**config.mk**
```make
export PLATFORM = sky130hd
export DESIGN_NAME = mac_feeder
export DESIGN_NICKNAME = d
export VERILOG_FILES = /design/src/rtl/mac_feeder_pkg.sv /design/src/rtl/mac_feeder.sv
export SDC_FILE = /design/constraint.sdc
export NUM_CORES = 1
export LEC_CHECK = 0
export ABC_AREA = 1
export BUFFER_PORTS_ARGS = -buffer_cell sky130_fd_sc_hd__buf_2
export CAP_MARGIN = 20
export CORE_MARGIN = 4
export CORE_UTILIZATION = 42
export DETAILED_ROUTE_END_ITERATION = 16
export PLACE_DENSITY = 0.85
export REMOVE_ABC_BUFFERS = 1
export SETUP_SLACK_MARGIN = 0.15
export SYNTH_ARGS = -nofsm -noshare
export SYNTH_HDL_FRONTEND = slang
export SYNTH_SLANG_ARGS = --single-unit
```
**constraint.sdc**
```tcl
create_clock -name clk -period 1.6 [get_ports clk]
set_input_delay 0.16 -clock clk [delete_from_list [all_inputs] [get_ports clk]]
set_output_delay 0.16 -clock clk [all_outputs]
set_load 0.005 [all_outputs]
```
**src/rtl/mac_feeder_pkg.sv**
```systemverilog
// mac_feeder_pkg: FSM state encoding and default build constants shared by
// the MAC operand feeder.
package mac_feeder_pkg;

  localparam int DEF_A_WIDTH   = 16;
  localparam int DEF_B_WIDTH   = 16;
  localparam int DEF_ACC_WIDTH = 32;
  localparam int DEF_K_MAX     = 256;

  typedef enum logic [1:0] {
    IDLE  = 2'd0,
    RUN   = 2'd1,
    FLUSH = 2'd2,
    HOLD  = 2'd3
  } state_t;

endpackage

```
**src/rtl/mac_feeder.sv**
```systemverilog
// mac_feeder: sequences one dot-product job of cfg_k operand beats into an
// external MAC that registers operands one beat ahead of accumulating.
// A trailing zero-operand flush beat drains the last product, after which
// the result is offered via result_valid/result_ready.
// Optional build macro MAC_FEEDER_ABORT_EN adds an abort input that cancels
// a job in flight without producing a result.
module mac_feeder
  import mac_feeder_pkg::*;
#(
  parameter int A_WIDTH           = DEF_A_WIDTH,
  parameter int B_WIDTH           = DEF_B_WIDTH,
  parameter int ACCUMULATOR_WIDTH = DEF_ACC_WIDTH,
  parameter int K_MAX             = DEF_K_MAX,
  localparam int CNT_WIDTH        = $clog2(K_MAX + 1)
) (
  input  logic                                clk,
  input  logic                                arst_in,
  input  logic                                start,
  input  logic        [CNT_WIDTH-1:0]         cfg_k,
  input  logic signed [ACCUMULATOR_WIDTH-1:0] psum_in,
  input  logic                                in_valid,
  output logic                                in_ready,
  input  logic signed [A_WIDTH-1:0]           in_a,
  input  logic signed [B_WIDTH-1:0]           in_b,
  output logic                                mac_input_valid,
  output logic                                mac_accumulate_internal,
  output logic signed [A_WIDTH-1:0]           mac_a,
  output logic signed [B_WIDTH-1:0]           mac_b,
  output logic signed [ACCUMULATOR_WIDTH-1:0] mac_partial_sum,
  output logic                                result_valid,
  input  logic                                result_ready,
`ifdef MAC_FEEDER_ABORT_EN
  input  logic                                abort,
`endif
  output logic                                busy
);

  localparam logic [CNT_WIDTH-1:0] KMAX_C = CNT_WIDTH'(K_MAX);
  localparam logic [CNT_WIDTH-1:0] ONE_C  = CNT_WIDTH'(1);
  localparam logic [CNT_WIDTH-1:0] TWO_C  = CNT_WIDTH'(2);

  state_t                                r_state;
  logic        [CNT_WIDTH-1:0]           r_cnt;
  logic        [CNT_WIDTH-1:0]           r_k;
  logic signed [ACCUMULATOR_WIDTH-1:0]   r_psum;

  state_t                                w_state_nxt;
  logic                                  w_start_ok;
  logic                                  w_beat;
  logic                                  w_in_ready;
  logic                                  w_mvalid;
  logic                                  w_acc;
  logic signed [A_WIDTH-1:0]             w_a;
  logic signed [B_WIDTH-1:0]             w_b;
  logic                                  w_rvalid;

  // State register; reset abandons any job in flight.
  always_ff @(posedge clk or posedge arst_in) begin
    if (arst_in) r_state <= IDLE;
    else         r_state <= w_state_nxt;
  end

  // Job configuration latch and beat counter.
  always_ff @(posedge clk or posedge arst_in) begin
    if (arst_in) begin
      r_cnt  <= '0;
      r_k    <= '0;
      r_psum <= '0;
    end else if (w_start_ok) begin
      r_cnt  <= '0;
      r_k    <= cfg_k;
      r_psum <= psum_in;
    end else if (w_beat) begin
      r_cnt  <= r_cnt + ONE_C;
    end
  end

  // Next state and MAC drive. Beats 0 and 1 both seed from the partial sum
  // because the MAC adds the product of the previous beat; the flush beat
  // carries zero operands just to push the final product through.
  always_comb begin
    w_state_nxt = r_state;
    w_start_ok  = 1'b0;
    w_beat      = 1'b0;
    w_in_ready  = 1'b0;
    w_mvalid    = 1'b0;
    w_acc       = 1'b0;
    w_a         = '0;
    w_b         = '0;
    w_rvalid    = 1'b0;
    case (r_state)
      IDLE: begin
        if (start && (cfg_k != '0) && (cfg_k <= KMAX_C)) begin
          w_start_ok  = 1'b1;
          w_state_nxt = RUN;
        end
      end
      RUN: begin
        w_in_ready = 1'b1;
        if (in_valid) begin
          w_beat   = 1'b1;
          w_mvalid = 1'b1;
          w_a      = in_a;
          w_b      = in_b;
          w_acc    = (r_cnt >= TWO_C);
          if (r_cnt == (r_k - ONE_C)) w_state_nxt = FLUSH;
        end
      end
      FLUSH: begin
        w_mvalid    = 1'b1;
        w_acc       = (r_k >= TWO_C);
        w_state_nxt = HOLD;
      end
      HOLD: begin
        w_rvalid = 1'b1;
        if (result_ready) w_state_nxt = IDLE;
      end
      default: w_state_nxt = IDLE;
    endcase
`ifdef MAC_FEEDER_ABORT_EN
    if (abort && (r_state != IDLE)) begin
      w_state_nxt = IDLE;
      w_beat      = 1'b0;
      w_in_ready  = 1'b0;
      w_mvalid    = 1'b0;
      w_acc       = 1'b0;
      w_a         = '0;
      w_b         = '0;
      w_rvalid    = 1'b0;
    end
`endif
  end

  assign in_ready                = w_in_ready;
  assign mac_input_valid         = w_mvalid;
  assign mac_accumulate_internal = w_acc;
  assign mac_a                   = w_a;
  assign mac_b                   = w_b;
  assign mac_partial_sum         = r_psum;
  assign result_valid            = w_rvalid;
  assign busy                    = (r_state != IDLE);

endmodule

```
======== Yosys cells after proc, flatten, opt, wreduce, memory -nomap -nowiden ========
Cells that the tools add are included.
operators by class
  add/subtract/negate cells ............... 2
  $lt $le $gt $ge ......................... 3
  equal/unequal tests ..................... 8
  mux-type cells .......................... 20
  reduce and logical (&&, ||, !) cells .... 7
operator list
  operator                                             count
  2-to-1 mux 16 bit                                    4
  >= comparator 9 x 2 -> 1 bit, second input constant  2
  2-to-1 mux 9 bit                                     2
  adder 9 x 1 -> 9 bit, second input constant          1
  == test 9 bit                                        1
  <= comparator 9 bit, second input constant           1
  nonzero test 9 bit                                   1
  subtractor 9 x 1 -> 9 bit, second input constant     1
  2-to-1 mux 2 bit                                     4
  inequality test 2 bit, second input constant         4
  one-hot mux 2 bit (4 select lines)                   1
  2-to-1 mux 1 bit                                     7
  == test 2 bit, second input constant                 2
  one-hot mux 1 bit (2 select lines)                   2
  AND reduction 4 bit                                  1
  nonzero test 2 bit                                   2
  == test 2 x 1 -> 1 bit, second input constant        1
  logical AND 1 bit                                    2
  zero test 2 bit                                      1
storage, ports and cells
  flip-flop bits (word level) ............. 52
  input port bits ......................... 78
  output and inout port bits .............. 69
  logic and storage cells ................. 44

======== Depth between registers and ports, before layout ========
  depth after elaboration ................. 6
  depth in mapped cells ................... 15

======== Worst setup path after synthesis ========
OpenSTA, ideal clock, no wires.
  path type ............................... reg-to-reg
  start ................................... register r_state[1]
  end ..................................... register r_cnt[7]
  setup time .............................. 0.119 ns
  arrival time ............................ 1.508 ns
  data required time ...................... 1.481 ns
  setup slack ............................. -0.027 ns
  cell stages (with the launch flop) ...... 11
  path buffers ............................ 0
  period minus slack after synthesis ...... 1.627 ns
  cell sequence ........................... dfrtp_1 > inv_1 > ha_1 > nand2_1 > nor2_2 > and3_1 > nand2_1 > nor2_2 > nand2_1 > xor2_1 > nor2_2
between the ends
  longest elaborated chain between the ends .. 3
  elaborated cells between the ends (all ways) .. 6
  those cells by class .................... eq/ne (1); mux (3); reduce/logical (2)
RTL lines
  element                                                                  RTL line          source
  start: declaration                                                       mac_feeder.sv:42  state_t r_state;
  start signal: assignment                                                 mac_feeder.sv:60  else r_state <= w_state_nxt;
  == test 2 x 1 -> 1 bit / zero test 2 bit (equally long branches)         mac_feeder.sv:91  case (r_state)
  2-to-1 mux 1 bit                                                         mac_feeder.sv:91
  nonzero test 2 bit (no line) / 2-to-1 mux 9 bit (equally long branches)  --
  end signal: assignment                                                   mac_feeder.sv:74  r_cnt <= r_cnt + ONE_C;
  end: declaration                                                         mac_feeder.sv:43  logic [CNT_WIDTH-1:0] r_cnt;
Several ways; a longest one is shown, not always the timed one.
A chain may end at the register's enable or synchronous reset.

======== Worst setup path in the final report ========
  start ................................... register r_k[1]
  end ..................................... output mac_accumulate_internal
between the ends
  longest elaborated chain between the ends .. 2
RTL lines
  element                             RTL line           source
  start: declaration                  mac_feeder.sv:44   logic [CNT_WIDTH-1:0] r_k;
  start signal: assignment            mac_feeder.sv:71   r_k <= cfg_k;
  >= comparator 9 x 2 -> 1 bit        mac_feeder.sv:111  w_acc = (r_k >= TWO_C);
  one-hot mux 1 bit (2 select lines)  mac_feeder.sv:91
  end: declaration                    mac_feeder.sv:26   output logic mac_accumulate_internal,
No other way between the ends.

==> metrics.txt <==
run status complete, but fails checks; failing checks negative setup slack; antenna violations before repair 0; pin count of the biggest net entering global routing 47; via count around 3800; vias per cell around 5.4; commonest non-fill, non-tap cells in the layout buf_2, nand2_1, inv_1; Tcrit/Tclk final 114%; crit end category output pin; Seq cells post-synth 52; part of the power in registers about 29%; Worst Tran Pin Value slightly below 300 ps; Placer Congestion roughly 0.86; DRT iter0 DRCs roughly 250; origin of the critical flop-to-flop path r_k[4]; Pint between 4 and 5 mW; chip width a little over 90 µm; routed wire length per instance between 15 and 20 µm; Leakage around 3 nW; Worst R2R Setup Slack -180 ps; FP Rows 30; Num CTS Buffers 5; Final Non-Filler Cells 705; hpwl dp roughly 6.2 mm; cells after synthesis 410; DR DRC count 0; CP arrival 1660 ps; Clk pwr share about an eighth; Critical Path RT roughly 1400 ps; CTS tree yes; CP Launch Type flop; PortBufs about 150; Total GRT Usage between 20 and 25%; Die Height 92.7 µm; Initial Util between 40% and 50%; CTS max path bufs 2; switching part of the total between 40% and 50%; Gate power share about three fifths; max-cap violations 0; commonest non-fill, non-tap cell in the layout buf_2; NetSw 3.83 mW; unrepaired setup endpoints after global routing true; hold depth 3; GR Overflow Total 0; Yosys Warn Count 0; Clock Sinks 52; H-Tree Depth 2; skew final roughly 16 ps; fin crit period 1820 ps; Worst Path Max Fanout 2; Peak VDD IR 0.00111 V; Antenna Violating Nets Remaining 0; post-synth top area share between 40 and 50%; post-placement cell count 656; HP Start psum_in[24]; sequential-to-total area share from yosys stat a little over two fifths; Worst Setup SP r_k[1]; CTS root buf clkbuf_8; layout cells sized above 1 about three fifths; syn avg cell area ~7.4 µm²; Layout Nets slightly below 700; CTS clock-pin slew for the worst setup and hold paths ~110 ps; final hold violation count 0; post-synth top area cell dfrtp_1; R2R depth 13; Cell Pwr Density 1620 mW/mm²; Final Cell Area between 0.005 and 0.006 mm²; total design power 8.77 mW; clock latency on the worst-skew pair about 320 ps; sequential standard cell area around 0.0013 mm²; worst slack, placed -73.4 ps; ANT cells 0; worst setup path class flop to output pin; headroom to the max-slew limit approximately four fifths; Post-Syn Area just over 0.003 mm²; global-route wire length before repair approximately 15 mm; # IOs about 150; area of the multi-input gates 0.00194 mm²; vias in the first global route between 3000 and 4000; worst setup margin -223 ps; Fillers between 300 and 400; final setup violation count between 70 and 80; max frequency 0.549 GHz; worst hold margin approximately 39 ps; Cell variety after synth 30; ranking of synthesized cells by area dfrtp_1, nand2_1, inv_1; TritonRoute pass-1 iters 5; Synth-to-Final Area Change 79.4%; DRT Wirelength 12.9 mm; Hold Crit Class input port to flop; max-slew violations 0; core area about 0.0069 mm²; dpl cell area between 0.003 and 0.004 mm²; die area roughly 0.0086 mm²
## power by group through the flow
stage	Sequential, mW	Combinational (mW)	Clock, mW
6_report	2.55	5.14	1.08
5_1_grt	2.59	5.48	1.14
4_1_cts	2.43	3.92	1.08
3_5_place_dp	2.32	2.99	0
3_3_place_gp	2.33	2.87	0
2_1_floorplan	2.33	1.63	0
## critical path, cell delays in order, from the launching register on
cell	delay, ps
dfrtp_1	420
buf_6	140
ha_4	150
nor3_2	170
nand4_1	190
nand2_1	100
a21oi_1	50
buf_2	130
## path summary, 6_finish.rpt
kind | end
worst max-delay path | mac_accumulate_internal
worst min-delay path | mac_partial_sum[24]
worst max register to register | r_state[0]
worst min register to register | mac_partial_sum[24]
max in group asynchronous | r_k[3]
min in group asynchronous | mac_partial_sum[10]
## Yosys cell counts
cell,count
inv_2,3
clkbuf_1,4
xnor2_1,3
o21ai_0,9
o21ai_1,2
buf_12,2
o21ai_2,2
a211oi_2,1
inv_1,68
buf_2,4
nand3b_1,1
nor2_4,1
buf_8,4
ha_1,9
nand2_2,6
xor2_1,7
dfrtp_1,52
nand4_1,4
nor3_1,3
a21oi_1,5
nor4_1,1
nor2_1,50
nand2_1,144
or2_2,2
nor2_2,5
nor3_4,1
and3_1,1
nand3_1,12
nor3b_2,2
nand3_2,2
## repair_timing
item                       4_1_cts  5_1_grt
setup endpoints to repair       87       88
hold endpoints to repair         6        0
buffers inserted                11       13
gates cloned                     3       14
pin swaps                       62       51
resized for setup              113      125
hold buffers                     1        0
## state kept, by name (all words and copies together), names as in the netlist
signal,flops
r_state,2
r_k,9
r_cnt,9
mac_partial_sum,32
## per-stage QoR
| stage | TNS [ps] | utilization [%] |
|---|---|---|
| after global routing | -7520 | 78.7 |
| final | -5070 | 78.7 |
| after CTS | -1390 | 66.6 |
| after floorplan | -25860 | - |
| after detailed placement | -1070 | 56.5 |
| after global placement | 0 | 56.5 |
## area by class of cell
class,count,share of cell area (%)
repair buffers,199,27.7
well taps,96,2.22
multi-input cells,273,35.9
flip-flops and latches,52,24.1
clock buffers,5,1.27
repair inverters,7,2.06
clock inverters,2,1.11
inverters,71,5.60
## layer usage
metal / GRT usage [%] / vias to the layer above / routed length [µm]
met3: 6.01 / 77 / 1450
met4: 6.59 / 0 / 749
met5: 0 / - / 0
li1: - / 1610 / -
met2: 38.6 / 326 / 6440
met1: 24.7 / 1773 / 4260
## cell families after synthesis
kind of cell	share of synthesized area, %
flops	43.2
xor+xnor	2.90
buf+inv	13.3
compound gates	3.65
simple gates	33.2
fa+ha+maj	3.73
Note: power is estimated with default switching activity, not from simulation.
